===== src/rtl/mem_access_unit_if.sv =====
// Data-memory bus between the MEM-stage access unit (master) and the data memory (slave).
// The request fields are held stable while dmem_req is high, until dmem_ready.
interface mem_access_unit_if #(
    parameter int XLEN = 32
);
    logic            dmem_req;
    logic            dmem_we;
    logic [XLEN-1:0] dmem_addr;
    logic [XLEN-1:0] dmem_wdata;
    logic [3:0]      dmem_wstrb;
    logic            dmem_ready;
    logic [XLEN-1:0] dmem_rdata;

    modport master (
        output dmem_req, dmem_we, dmem_addr, dmem_wdata, dmem_wstrb,
        input  dmem_ready, dmem_rdata
    );

    modport slave (
        input  dmem_req, dmem_we, dmem_addr, dmem_wdata, dmem_wstrb,
        output dmem_ready, dmem_rdata
    );
endinterface


===== src/rtl/mem_access_unit.sv =====
// MEM-stage load/store controller: issues one variable-latency data-memory request per
// instruction, stalls the pipeline while it is outstanding, and formats store lanes / load data.
module mem_access_unit #(
    parameter int XLEN           = 32,
    parameter int TIMEOUT_CYCLES = 64
) (
    input  logic              clk,
    input  logic              reset,
    input  logic              flush,
    input  logic              MEM_valid,
    input  logic              MEM_memory_read,
    input  logic              MEM_memory_write,
    input  logic [2:0]        MEM_funct3,
    input  logic [XLEN-1:0]   MEM_alu_result,
    input  logic [XLEN-1:0]   MEM_rs2_data,
    mem_access_unit_if.master dmem,
    output logic              mem_stall,
    output logic [XLEN-1:0]   load_data,
    output logic              misaligned,
    output logic              access_fault
);
    localparam int CNT_W = $clog2(TIMEOUT_CYCLES + 1);

    typedef enum logic [1:0] {IDLE, BUSY, DONE} state_t;

    state_t          state_q, state_d;
    logic            req_q, req_d;
    logic            we_q, we_d;
    logic            flushed_q, flushed_d;
    logic            fault_q, fault_d;
    logic [XLEN-1:0] addr_q, addr_d;
    logic [XLEN-1:0] wdata_q, wdata_d;
    logic [XLEN-1:0] load_data_q, load_data_d;
    logic [3:0]      wstrb_q, wstrb_d;
    logic [1:0]      lo_q, lo_d;
    logic [2:0]      f3_q, f3_d;
    logic [CNT_W-1:0] cnt_q, cnt_d;

    logic            access, bad_align, bad_width;
    logic [XLEN-1:0] st_wdata, ld_ext;
    logic [3:0]      st_wstrb;
    logic [7:0]      rd_byte;
    logic [15:0]     rd_half;

    assign access = MEM_valid & (MEM_memory_read | MEM_memory_write) & ~flush;

    always_comb begin
        bad_align = ((MEM_funct3 == 3'b001 || MEM_funct3 == 3'b101) && MEM_alu_result[0]) ||
                    (MEM_funct3 == 3'b010 && MEM_alu_result[1:0] != 2'b00);
        bad_width = (MEM_funct3 == 3'b011) || (MEM_funct3 == 3'b110) || (MEM_funct3 == 3'b111) ||
                    (MEM_memory_write && (MEM_funct3 == 3'b100 || MEM_funct3 == 3'b101));
    end

    // Store data is replicated into every lane; the strobes pick the byte(s) actually written.
    always_comb begin
        st_wdata = '0;
        st_wstrb = 4'b0000;
        if (MEM_memory_write) begin
            case (MEM_funct3[1:0])
                2'b00: begin
                    st_wdata = {(XLEN/8){MEM_rs2_data[7:0]}};
                    st_wstrb = 4'b0001 << MEM_alu_result[1:0];
                end
                2'b01: begin
                    st_wdata = {(XLEN/16){MEM_rs2_data[15:0]}};
                    st_wstrb = 4'b0011 << MEM_alu_result[1:0];
                end
                default: begin
                    st_wdata = MEM_rs2_data;
                    st_wstrb = 4'b1111;
                end
            endcase
        end
    end

    // Lane select uses the latched low address bits, since the pipeline inputs are frozen but not ours.
    always_comb begin
        rd_byte = dmem.dmem_rdata[{lo_q, 3'b000} +: 8];
        rd_half = dmem.dmem_rdata[{lo_q[1], 4'b0000} +: 16];
        case (f3_q)
            3'b000:  ld_ext = {{(XLEN-8){rd_byte[7]}}, rd_byte};
            3'b001:  ld_ext = {{(XLEN-16){rd_half[15]}}, rd_half};
            3'b100:  ld_ext = {{(XLEN-8){1'b0}}, rd_byte};
            3'b101:  ld_ext = {{(XLEN-16){1'b0}}, rd_half};
            default: ld_ext = dmem.dmem_rdata;
        endcase
    end

    always_comb begin
        state_d     = state_q;
        req_d       = req_q;
        we_d        = we_q;
        addr_d      = addr_q;
        wdata_d     = wdata_q;
        wstrb_d     = wstrb_q;
        lo_d        = lo_q;
        f3_d        = f3_q;
        cnt_d       = cnt_q;
        flushed_d   = flushed_q;
        load_data_d = load_data_q;
        fault_d     = 1'b0;
        mem_stall   = 1'b0;
        misaligned  = 1'b0;
        case (state_q)
            IDLE: begin
                if (access) begin
                    if (bad_align || bad_width) begin
                        misaligned = 1'b1;
                    end else begin
                        req_d     = 1'b1;
                        we_d      = MEM_memory_write;
                        addr_d    = {MEM_alu_result[XLEN-1:2], 2'b00};
                        wdata_d   = st_wdata;
                        wstrb_d   = st_wstrb;
                        lo_d      = MEM_alu_result[1:0];
                        f3_d      = MEM_funct3;
                        cnt_d     = '0;
                        flushed_d = 1'b0;
                        mem_stall = 1'b1;
                        state_d   = BUSY;
                    end
                end
            end
            BUSY: begin
                // A flush cannot abandon the bus transaction; it only discards the result.
                mem_stall = 1'b1;
                cnt_d     = cnt_q + 1'b1;
                if (flush) flushed_d = 1'b1;
                if (dmem.dmem_ready) begin
                    req_d = 1'b0;
                    cnt_d = '0;
                    if (flush || flushed_q) begin
                        state_d = IDLE;
                    end else begin
                        if (!we_q) load_data_d = ld_ext;
                        state_d = DONE;
                    end
                end else if (cnt_q == CNT_W'(TIMEOUT_CYCLES - 1)) begin
                    req_d   = 1'b0;
                    fault_d = 1'b1;
                    cnt_d   = '0;
                    state_d = IDLE;
                end
            end
            DONE: state_d = IDLE;
            default: state_d = IDLE;
        endcase
    end

    always_ff @(posedge clk or posedge reset) begin
        if (reset) begin
            state_q     <= IDLE;
            req_q       <= 1'b0;
            we_q        <= 1'b0;
            addr_q      <= '0;
            wdata_q     <= '0;
            wstrb_q     <= 4'b0000;
            lo_q        <= 2'b00;
            f3_q        <= 3'b000;
            cnt_q       <= '0;
            flushed_q   <= 1'b0;
            load_data_q <= '0;
            fault_q     <= 1'b0;
        end else begin
            state_q     <= state_d;
            req_q       <= req_d;
            we_q        <= we_d;
            addr_q      <= addr_d;
            wdata_q     <= wdata_d;
            wstrb_q     <= wstrb_d;
            lo_q        <= lo_d;
            f3_q        <= f3_d;
            cnt_q       <= cnt_d;
            flushed_q   <= flushed_d;
            load_data_q <= load_data_d;
            fault_q     <= fault_d;
        end
    end

    assign dmem.dmem_req   = req_q;
    assign dmem.dmem_we    = we_q;
    assign dmem.dmem_addr  = addr_q;
    assign dmem.dmem_wdata = wdata_q;
    assign dmem.dmem_wstrb = wstrb_q;
    assign load_data       = load_data_q;
    assign access_fault    = fault_q;
endmodule


===== src/flat_wrapper.sv =====
// flat-port wrapper written by rule: the top's interface ports become plain ports
module mem_access_unit_flat 
#(
    parameter int XLEN           = 32,
    parameter int TIMEOUT_CYCLES = 64
)
  (clk, reset, flush, MEM_valid, MEM_memory_read, MEM_memory_write, MEM_funct3, MEM_alu_result, MEM_rs2_data, mem_stall, load_data, misaligned, access_fault, dmem_dmem_req, dmem_dmem_we, dmem_dmem_addr, dmem_dmem_wdata, dmem_dmem_wstrb, dmem_dmem_ready, dmem_dmem_rdata);
  mem_access_unit_if #(.XLEN(XLEN)) dmem_i ();
  input  logic clk;
  input  logic reset;
  input  logic flush;
  input  logic MEM_valid;
  input  logic MEM_memory_read;
  input  logic MEM_memory_write;
  input  logic [2:0] MEM_funct3;
  input  logic [XLEN-1:0] MEM_alu_result;
  input  logic [XLEN-1:0] MEM_rs2_data;
  output logic mem_stall;
  output logic [XLEN-1:0] load_data;
  output logic misaligned;
  output logic access_fault;
  output wire logic [$bits(dmem_i.dmem_req)-1:0] dmem_dmem_req;
  output wire logic [$bits(dmem_i.dmem_we)-1:0] dmem_dmem_we;
  output wire logic [$bits(dmem_i.dmem_addr)-1:0] dmem_dmem_addr;
  output wire logic [$bits(dmem_i.dmem_wdata)-1:0] dmem_dmem_wdata;
  output wire logic [$bits(dmem_i.dmem_wstrb)-1:0] dmem_dmem_wstrb;
  input wire logic [$bits(dmem_i.dmem_ready)-1:0] dmem_dmem_ready;
  input wire logic [$bits(dmem_i.dmem_rdata)-1:0] dmem_dmem_rdata;
  assign dmem_dmem_req = dmem_i.dmem_req;
  assign dmem_dmem_we = dmem_i.dmem_we;
  assign dmem_dmem_addr = dmem_i.dmem_addr;
  assign dmem_dmem_wdata = dmem_i.dmem_wdata;
  assign dmem_dmem_wstrb = dmem_i.dmem_wstrb;
  assign dmem_i.dmem_ready = dmem_dmem_ready;
  assign dmem_i.dmem_rdata = dmem_dmem_rdata;
  mem_access_unit #(.XLEN(XLEN), .TIMEOUT_CYCLES(TIMEOUT_CYCLES)) u_core (.clk(clk), .reset(reset), .flush(flush), .MEM_valid(MEM_valid), .MEM_memory_read(MEM_memory_read), .MEM_memory_write(MEM_memory_write), .MEM_funct3(MEM_funct3), .MEM_alu_result(MEM_alu_result), .MEM_rs2_data(MEM_rs2_data), .dmem(dmem_i), .mem_stall(mem_stall), .load_data(load_data), .misaligned(misaligned), .access_fault(access_fault));
endmodule

===== config.mk =====
export PLATFORM = sky130hd
export DESIGN_NAME = mem_access_unit_flat
export DESIGN_NICKNAME = d
export VERILOG_FILES = /design/src/rtl/mem_access_unit_if.sv /design/src/rtl/mem_access_unit.sv /design/src/flat_wrapper.sv
export SDC_FILE = /design/constraint.sdc
export NUM_CORES = 1
export LEC_CHECK = 0
export ABC_AREA = 1
export CORE_MARGIN = 2
export CORE_UTILIZATION = 25
export DETAILED_ROUTE_END_ITERATION = 6
export HOLD_SLACK_MARGIN = 0.08
export MAX_ROUTING_LAYER = met4
export PLACE_DENSITY = 0.55
export SYNTH_ARGS = -nofsm -noshare
export SYNTH_HDL_FRONTEND = slang
export SYNTH_SLANG_ARGS = --single-unit
export TNS_END_PERCENT = 30

===== constraint.sdc =====
create_clock -name clk -period 8.5 [get_ports clk]
set_clock_uncertainty 0.05 [all_clocks]
set_input_delay 1.275 -clock clk [delete_from_list [all_inputs] [get_ports clk]]
set_output_delay 1.275 -clock clk [all_outputs]
set_load 0.005 [all_outputs]

==> results of run 1 <==
==> area by class of cell <==
type / instances / area [sq um] / share of cell area [%]
Multi-Input combinational cell: 604 / 2610 / 29.5
Sequential cell: 116 / 2900 / 32.8
Tap cell: 319 / 399 / 4.52
Clock buffer: 17 / 425 / 4.81
Clock inverter: 15 / 134 / 1.51
Timing Repair Buffer: 210 / 2100 / 23.7
Antenna cell: 1 / 2.50 / 0.0283
Inverter: 70 / 268 / 3.03
==> state kept, by name, indices dropped and copies added, names as in the netlist, 2 cells and up <==
name / count
u_core.cnt_q: 7
u_core.dmem.dmem_addr: 30
u_core.dmem.dmem_wdata: 32
u_core.dmem.dmem_wstrb: 4
u_core.f3_q: 3
u_core.lo_q: 2
u_core.load_data: 32
u_core.state_q: 2
==> placed cells by master, fill, tap and decap left out, types with 2 or more instances in the layout <==
cell type,synthesis,layout
clkinv_4,0,2
nor3_1,3,3
xor2_1,2,2
o21ai_0,33,33
clkbuf_16,0,17
nor2_4,4,4
nand4_1,3,3
a21oi_1,16,16
inv_1,67,66
nand3_1,21,21
nor2_2,2,2
inv_2,2,2
buf_4,11,2
nand2_1,345,345
conb_1,1,2
nand3_2,2,2
o211ai_1,15,15
nor2_1,106,106
or2_2,23,23
inv_8,0,3
o21ai_1,21,21
inv_6,0,8
clkdlybuf4s50_1,0,208
inv_4,1,2
dfrtp_1,116,116
==> synthesized netlist by cell type (2+ instances only) <==
library cell	instances
nand3_2	2
nor2_2	2
nand4_1	3
nand2_1	345
nor2_4	4
inv_2	2
buf_2	14
inv_1	67
o21ai_0	33
o211ai_1	15
buf_6	8
clkbuf_1	9
a21oi_1	16
xor2_1	2
buf_4	11
dfrtp_1	116
nor3_1	3
nand3_1	21
o21ai_1	21
nor2_1	106
or2_2	23
==> worst max-delay path, cell delays in order <==
cell,delay [ns]
clkdlybuf4s50_1,0.91
nor2_1,0.27
nor2_1,0.09
nor2_4,0.16
nand3_2,0.12
nand2_1,0.11
nand2_1,0.16
inv_1,0.10
clkdlybuf4s50_1,0.51
==> worst min path at each step <==
stage	endpoint	depth (start not counted)
finish	u_core.state_q[1]	1
global route	u_core.state_q[1]	1
CTS	u_core.state_q[1]	1
detailed placement	u_core.state_q[1]	1
global placement	u_core.state_q[1]	1
floorplan	u_core.state_q[1]	1
==> cells by family (layout without fill, tap and decap cells) <==
group                      after synthesis  in the layout
AOI/OAI and AO/OA                       87             87
xor gates and xnor gates                 2              2
adders and majority gates                1              1
buffers and inverters                  113            312
DFF                                    116            116
other                                    1              3
and+or+nand+nor                        512            512
==> where the power goes <==
part | internal (mW) | switching (mW)
Sequential | 0.738 | 0.148
Combinational | 0.497 | 0.412
Clock | 0.386 | 0.309
==> routing by layer <==
| layer | up-vias | routed length, um | global-route usage [%] |
|---|---|---|---|
| met4 | 0 | 204 | 4.38 |
| met5 | - | 0 | - |
| met2 | 200 | 8550 | 23.5 |
| li1 | 2925 | - | - |
| met3 | 11 | 1650 | 5.76 |
| met1 | 2603 | 8780 | 20.3 |
==> metrics by stage <==
stage / power [mW] / hold WS [ns] / worst slack (ns) / utilization [%]
final: 2.49 / 0.393 / 3.47 / 37.4
after global routing: 2.68 / 0.408 / 3.24 / 37.4
after floorplan: 1.31 / 0.360 / 4.10 / -
after global placement: 1.81 / 0.385 / 3.44 / 35.0
after detailed placement: 1.81 / 0.386 / 3.40 / 35.0
after CTS: 2.53 / 0.394 / 3.40 / 37.4
==> impl_results.md, run 1 <==
* Non-Filler Instances at 1,352
* Crit path from: MEM_memory_write
* ANT nets after route at 0
* Slew HR at 28.7%
* Reg-to-reg startpoint: u_core.lo_q[1]
* Die width at 159 um
* Largest net degree at the start of global routing at 61
* EDFF count, synth at 0
* Post-Layout Inst Area at 8840 sq um
* Critical Path Sink Type: output pin
* R2R Path End: u_core.load_data[30]
* Syn Area/Cell at 7.27 sq um
* Placed insts at 1,319
* Critical Path AT at 3.71 ns
* Layout fillers at 2,524
* Final nets at 1,126
* Clk buf depth at 2
* Max IR drop VDD at 0.111 mV
* Vias in the first global route at 5,754
* Post-CTS Resized at 0
* Largest family of logic cells by synthesized area: simple AND/OR/NAND/NOR gates
* Yosys warns at 0
* Post-synth ARST share at 100%
* Pwr Density at 282 nW/um^2
* All-Layer GR Usage at 15.9%
* Area growth, synth to finish at 46.2%
* Ranking of synthesized cells by area: dfrtp_1, nand2_1, nor2_1, inv_1, o21ai_0
* # Post-CTS Setup Buffers at 0
* Post-synth top flop: dfrtp_1
* Final WL at 19.2 mm
* Synth area leader: dfrtp_1
* Unrepaired setup endpoints after global routing: no
* Top Ports at 211
* CP required at 7.17 ns
* Slew @ Worst Pin at 1.07 ns
* Worst reg2reg path depth at 7
* Yosys reg bits at 116
* Outcome: complete, no violations
* Core area at 23,600 sq um
* Post-synthesis cell area at 6040 sq um
* Die area at 25,400 sq um
* Post-synthesis simple-gate area fraction at 34.5%
* Worst skew pair latency at 0.42 ns
* Htree depth at 4
* Sequential share of the synthesized area at 48.0%
* WS Path Type: input port to output pin
* Pleak at 4.40 nW
* Port bufs at 208
* Layout cells sized above 1 at 6.98%
* Initial Util at 25.6%
* CP Capture Point: mem_stall
* Upper clock frequency limit at 199 MHz
* First-pass GRT wire length at 31.0 mm
* CTS root buf: clkbuf_16
* Post-CTS Hold Buffers at 0
* Gr ovfl total at 0
* CTS tree: built
* Synth top area share at 48.0%
* Mux cell area share after synthesis at 0%
* # setup viols final at 0
* WL/cell at 14.2 um
* HPWL after DPL at 13.6 mm
* Critical Path Source Type: input port
* Maxcap violations at 0
* Slew Limit Fails at 0
* Setup TNS at 0 ns
* DP Area at 8280 sq um
* Num CTS Buffers at 17
* Hold Crit Class: register to register
* Die Span Y at 159 um
* Max FO, Critical Path at 25
* Period utilisation layout at 59.2%
* XOR/XNOR Fraction of Synth Area at 0.290%
* DR DRC count at 0
* Core Rows at 56
* DRT iter0 DRCs at 254
* Final min period at 5.03 ns
* Fin. Hold Viols at 0
* Gpl congestion at 0.859
* Detailed Routing Iterations Pass 1 at 7
* Vias/cell at 4.24
* Clock slew at reported path FFs at 0.06 ns
* R2R setup slack at 6.00 ns
* Compound-Gate Fraction of Synth Area at 7.93%
* Netlist cell types at 30
* Post-Syn Instances at 832
* Initial antenna violation count at 1
* Critical hold path startpoint: u_core.flushed_q
* Routed vias at 5,739
* Adder-Cell Fraction of Synth Area at 0.207%
* CTS sink count at 116
Power figures use the tool's default switching activity.
==> run 2, diff against run 1 <==
- clock period: 8.5 -> 4.9 ns (I/O delays scaled with it)
==> run 2 against run 1 <==
  * Critical path depth is 1 higher
  * Sequential share of layout area down 0.097 points
  * Count of clock-buffer cells in the layout increased by 1
  * First-iteration DRC count is 27% higher
==> impl_results.md, run 2 (synthesis gave the netlist of run 1 again) <==
* Outcome: complete, no violations
* Critical Path AT at 3.03 ns
* Area growth, synth to finish at 46.6%
* Gpl congestion at 0.816
* Most common cell after layout, fill and taps aside: nand2_1
* Layout cells sized above 1 at 7.07%
* Detailed Routing Iterations Pass 1 at 4
* Clock power frac at 27.9%
* CP required at 4.12 ns
* Die Span Y at 159 um
* # diodes at 0
* Psw at 1.47 mW
* WL/cell at 14.4 um
* Clock slew at reported path FFs at 0.05 ns
* Final min period at 3.81 ns
* # Post-CTS Setup Buffers at 0
* Gr busiest metal: met2
* Core area at 23,600 sq um
* Worst skew pair latency at 0.42 ns
* Fin. Hold Viols at 0
* Max IR drop VDD at 0.187 mV
* Met3 usage at 5.83%
* Slew HR at 31.0%
* Layout fillers at 2,530
* Num CTS Buffers at 17
* Placed insts at 1,320
* Upper clock frequency limit at 262 MHz
* Htree depth at 4
* Non-Filler Instances at 1,352
* Clk buf depth at 2
* Met2 Use GR at 23.4%
* HPWL after DPL at 13.7 mm
* DRT iter0 DRCs at 323
* Initial Util at 25.6%
* Gr ovfl total at 0
* CTS sink count at 116
* Met1 usage at 20.5%
* Critical Path Sink Type: output pin
* Period utilisation layout at 77.8%
* Largest net degree at the start of global routing at 117
* Worst reg2reg path depth at 7
* CTS tree: built
* CTS root buf: clkbuf_16
* Unrepaired setup endpoints after global routing: no
* Core Rows at 56
* Most frequent cells in the layout: nand2_1, clkdlybuf4s50_1, dfrtp_1
* Switch share at 34.0%
* Max FO, Critical Path at 32
* Setup TNS at 0 ns
* Vias in the first global route at 5,768
* Hold Crit Class: register to register
* Port bufs at 208
* Die area at 25,400 sq um
* Vias/cell at 4.25
* Hold path depth at 1
* Post-CTS Resized at 0
* # setup viols final at 0
* First-pass GRT wire length at 31.1 mm
* Critical Path Source Type: input port
* DR DRC count at 0
* Slew @ Worst Pin at 1.03 ns
* Top Ports at 211
* Routed vias at 5,740
* ANT nets after route at 0
* Dpl ws at 1.08 ns
* Post-CTS Hold Buffers at 0
* Slew Limit Fails at 0
* Die width at 159 um
* Pint at 2.86 mW
* WS Path Type: input port to output pin
* Sequential Power Share at 35.6%
* Maxcap violations at 0
* Pleak at 4.39 nW
* Final nets at 1,127
* All-Layer GR Usage at 16.0%
* Final WL at 19.5 mm
* Final WS setup at 1.09 ns
* Pwr Density at 489 nW/um^2
* Initial antenna violation count at 0
* Combinational share of power at 36.5%
## run 2: cell count changes in the layout (fill, tap and decap cells not counted), sizes merged
cell,previous run,this run
clkbuf,17,18
clkinvlp,1,6
bufinv,0,1
diode,1,0
clkinv,3,4
buf,2,3
inv,81,73
## run 2: path summary, 6_finish.rpt
path	end	slack [ns]	from
setup / recovery	mem_stall	1.09	MEM_funct3[1]
hold / removal	u_core.state_q[1]	0.38	u_core.flushed_q
setup reg to reg	u_core.load_data[30]	2.48	u_core.lo_q[1]
hold reg to reg	u_core.state_q[1]	0.38	u_core.flushed_q
max in group asynchronous	u_core.dmem.dmem_wdata[20]	3.48	reset
min in group asynchronous	u_core.load_data[17]	0.72	reset
## run 2: power by group through the flow
stage          Clock (mW)  Sequential [mW]  Combinational [mW]
2_1_floorplan           0             1.49               0.779
3_3_place_gp            0             1.55                1.59
3_5_place_dp            0             1.56                1.60
4_1_cts              1.25             1.55                1.61
5_1_grt              1.29             1.60                1.77
6_report             1.21             1.54                1.58
## run 2: worst max-delay path, stage by stage
cell	delay (ns)
clkdlybuf4s50_1	0.71
inv_4	0.21
nand2_4	0.15
nor2_2	0.06
nor2_4	0.13
nand3_2	0.11
nand2_1	0.10
nand2_1	0.19
inv_1	0.10
clkdlybuf4s50_1	0.51
## run 2: metal layers
layer	share of wire (%)	wire [um]	up-vias
met4	1.9	375	0
met1	45	8840	2588
li1	-	-	2931
met3	8.5	1650	25
met5	0	0	-
met2	44	8600	196
## run 2: through the flow
step           hold slack [ns]  power [mW]  cell area (sq um)  util, %
3_5_place_dp             0.374        3.15               8300     35.1
4_1_cts                  0.381        4.41               8860     37.5
6_report                 0.380        4.33               8860     37.5
2_1_floorplan            0.360        2.27               6050        -
5_1_grt                  0.397        4.66               8860     37.5
3_3_place_gp             0.366        3.14               8300     35.1
## run 2: layout make-up
type	count	area [sq um]	area share, %
clock inverters	14	129	1.45
inverters	70	268	3.02
flip-flops and latches	116	2900	32.7
clock buffers	18	439	4.95
well taps	319	399	4.50
multi-input cells	604	2610	29.4
repair buffers	211	2120	23.9
==> run 3, diff against run 2 <==
- PLACE_DENSITY: 0.55 -> 0.57
- clock period: 4.9 -> 3.5 ns (I/O delays scaled with it)
==> run 3 against run 2 <==
  * Sequential power increased by 38%
  * Total power increased by 44%
  * Wire length increased by 0.12%
  * Register-to-register slack got worse by 1.4 ns
  * Highest routed layer unchanged
==> impl_results.md, run 3 (synthesis gave the netlist of run 1 again) <==
* Port bufs at 208
* Final Util at 38.1%
* Combinational share of power at 36.6%
* WS Path Type: input port to output pin
* First-pass GRT wire length at 31.5 mm
* Layout fillers at 2,501
* Detailed Routing Iterations Pass 1 at 5
* CTS root buf: clkbuf_16
* Gpl congestion at 0.851
* Most frequent cells in the layout: nand2_1, clkdlybuf4s50_1, dfrtp_1
* Slew Limit Fails at 0
* Clock power frac at 29.5%
* Clk buf depth at 2
* Layout cells sized above 1 at 7.95%
* Routed vias at 5,861
* Upper clock frequency limit at 327 MHz
* Max FO, Critical Path at 8
* Pwr Density at 694 nW/um^2
* Post-CTS Resized at 0
* Maxcap violations at 0
* Final WS setup at 0.443 ns
* Outcome: complete, no violations
* Die Span Y at 159 um
* Largest net degree at the start of global routing at 44
* Initial antenna violation count at 0
* Post-Layout Inst Area at 9000 sq um
* Fin. Hold Viols at 0
* DRT iter0 DRCs at 345
* DR DRC count at 0
* Die area at 25,400 sq um
* Pint at 4.17 mW
* Period utilisation layout at 87.4%
* Worst skew pair latency at 0.42 ns
* Final min period at 3.06 ns
* Pleak at 4.47 nW
* Vias/cell at 4.30
* Non-Filler Instances at 1,363
* WL/cell at 14.3 um
* Slew @ Worst Pin at 0.789 ns
* Critical Path Sink Type: output pin
* Most common cell after layout, fill and taps aside: nand2_1
* Sequential Power Share at 34.0%
* Critical Path Source Type: input port
* Switch share at 33.2%
* All-Layer GR Usage at 16.1%
* CP required at 2.92 ns
* CTS sink count at 116
* Core area at 23,600 sq um
* Top Ports at 211
* Core Rows at 56
* Critical Path AT at 2.48 ns
* ANT nets after route at 0
* Final WL at 19.5 mm
* Clock slew at reported path FFs at 0.06 ns
* Final nets at 1,138
* Die width at 159 um
* Num CTS Buffers at 17
* Setup TNS at 0 ns
* Htree depth at 4
* Post-CTS Hold Buffers at 0
* Initial Util at 25.6%
* DP Area at 8380 sq um
* CTS tree: built
* Vias in the first global route at 5,874
* Slew HR at 47.3%
* Design Power at 6.25 mW
* # setup viols final at 0
* Unrepaired setup endpoints after global routing: no
* Hold Crit Class: register to register
* # Post-CTS Setup Buffers at 0
* Area growth, synth to finish at 48.8%
* Hold Slack at 0.395 ns
* # diodes at 0
* Dpl ws at 0.424 ns
* Gr ovfl total at 0
* Max IR drop VDD at 0.326 mV
* Placed insts at 1,331
* Psw at 2.07 mW
* HPWL after DPL at 14.2 mm
## run 3: final timing paths
kind	start	endpoint	slack (ns)	cells after the start
min reg2reg	u_core.flushed_q	u_core.state_q[1]	0.39	1
min in group asynchronous	reset	u_core.load_data[23]	0.55	2
max reg2reg	u_core.lo_q[1]	u_core.load_data[29]	1.07	7
max	MEM_funct3[1]	mem_stall	0.44	10
max in group asynchronous	reset	u_core.dmem.dmem_wdata[6]	1.99	3
min	u_core.flushed_q	u_core.state_q[1]	0.39	1
## run 3: power by group through the flow
stage	Clock, mW	Combinational (mW)	Sequential [mW]
final	1.84	2.28	2.12
after global routing	1.94	2.57	2.19
after floorplan	0	1.09	2.09
after CTS	1.89	2.32	2.13
after detailed placement	0	2.30	2.13
after global placement	0	2.29	2.14
## run 3: layout make-up
class,instances,area [sq um],share of cell area [%]
Clock buffer,19,443,4.92
Clock inverter,13,174,1.93
Inverter,70,269,2.99
Multi-Input combinational cell,604,2610,29.0
Sequential cell,116,2900,32.3
Tap cell,319,399,4.44
Timing Repair Buffer,222,2200,24.5
## run 3: metal layers
layer,vias up,global-route usage (%),wire (um)
met2,206,24.1,8620
met1,2688,21.1,9280
li1,2946,-,-
met5,-,-,0
met4,0,4.38,242
met3,21,4.90,1340
## run 3: worst max-delay path, cell delays in order
cell             delay (ns)
clkdlybuf4s50_1        0.58
inv_4                  0.06
nand2_4                0.10
nor2_2                 0.07
nor2_4                 0.13
nand3_2                0.12
nand2_1                0.10
nand2_1                0.19
inv_1                  0.10
clkdlybuf4s50_1        0.50
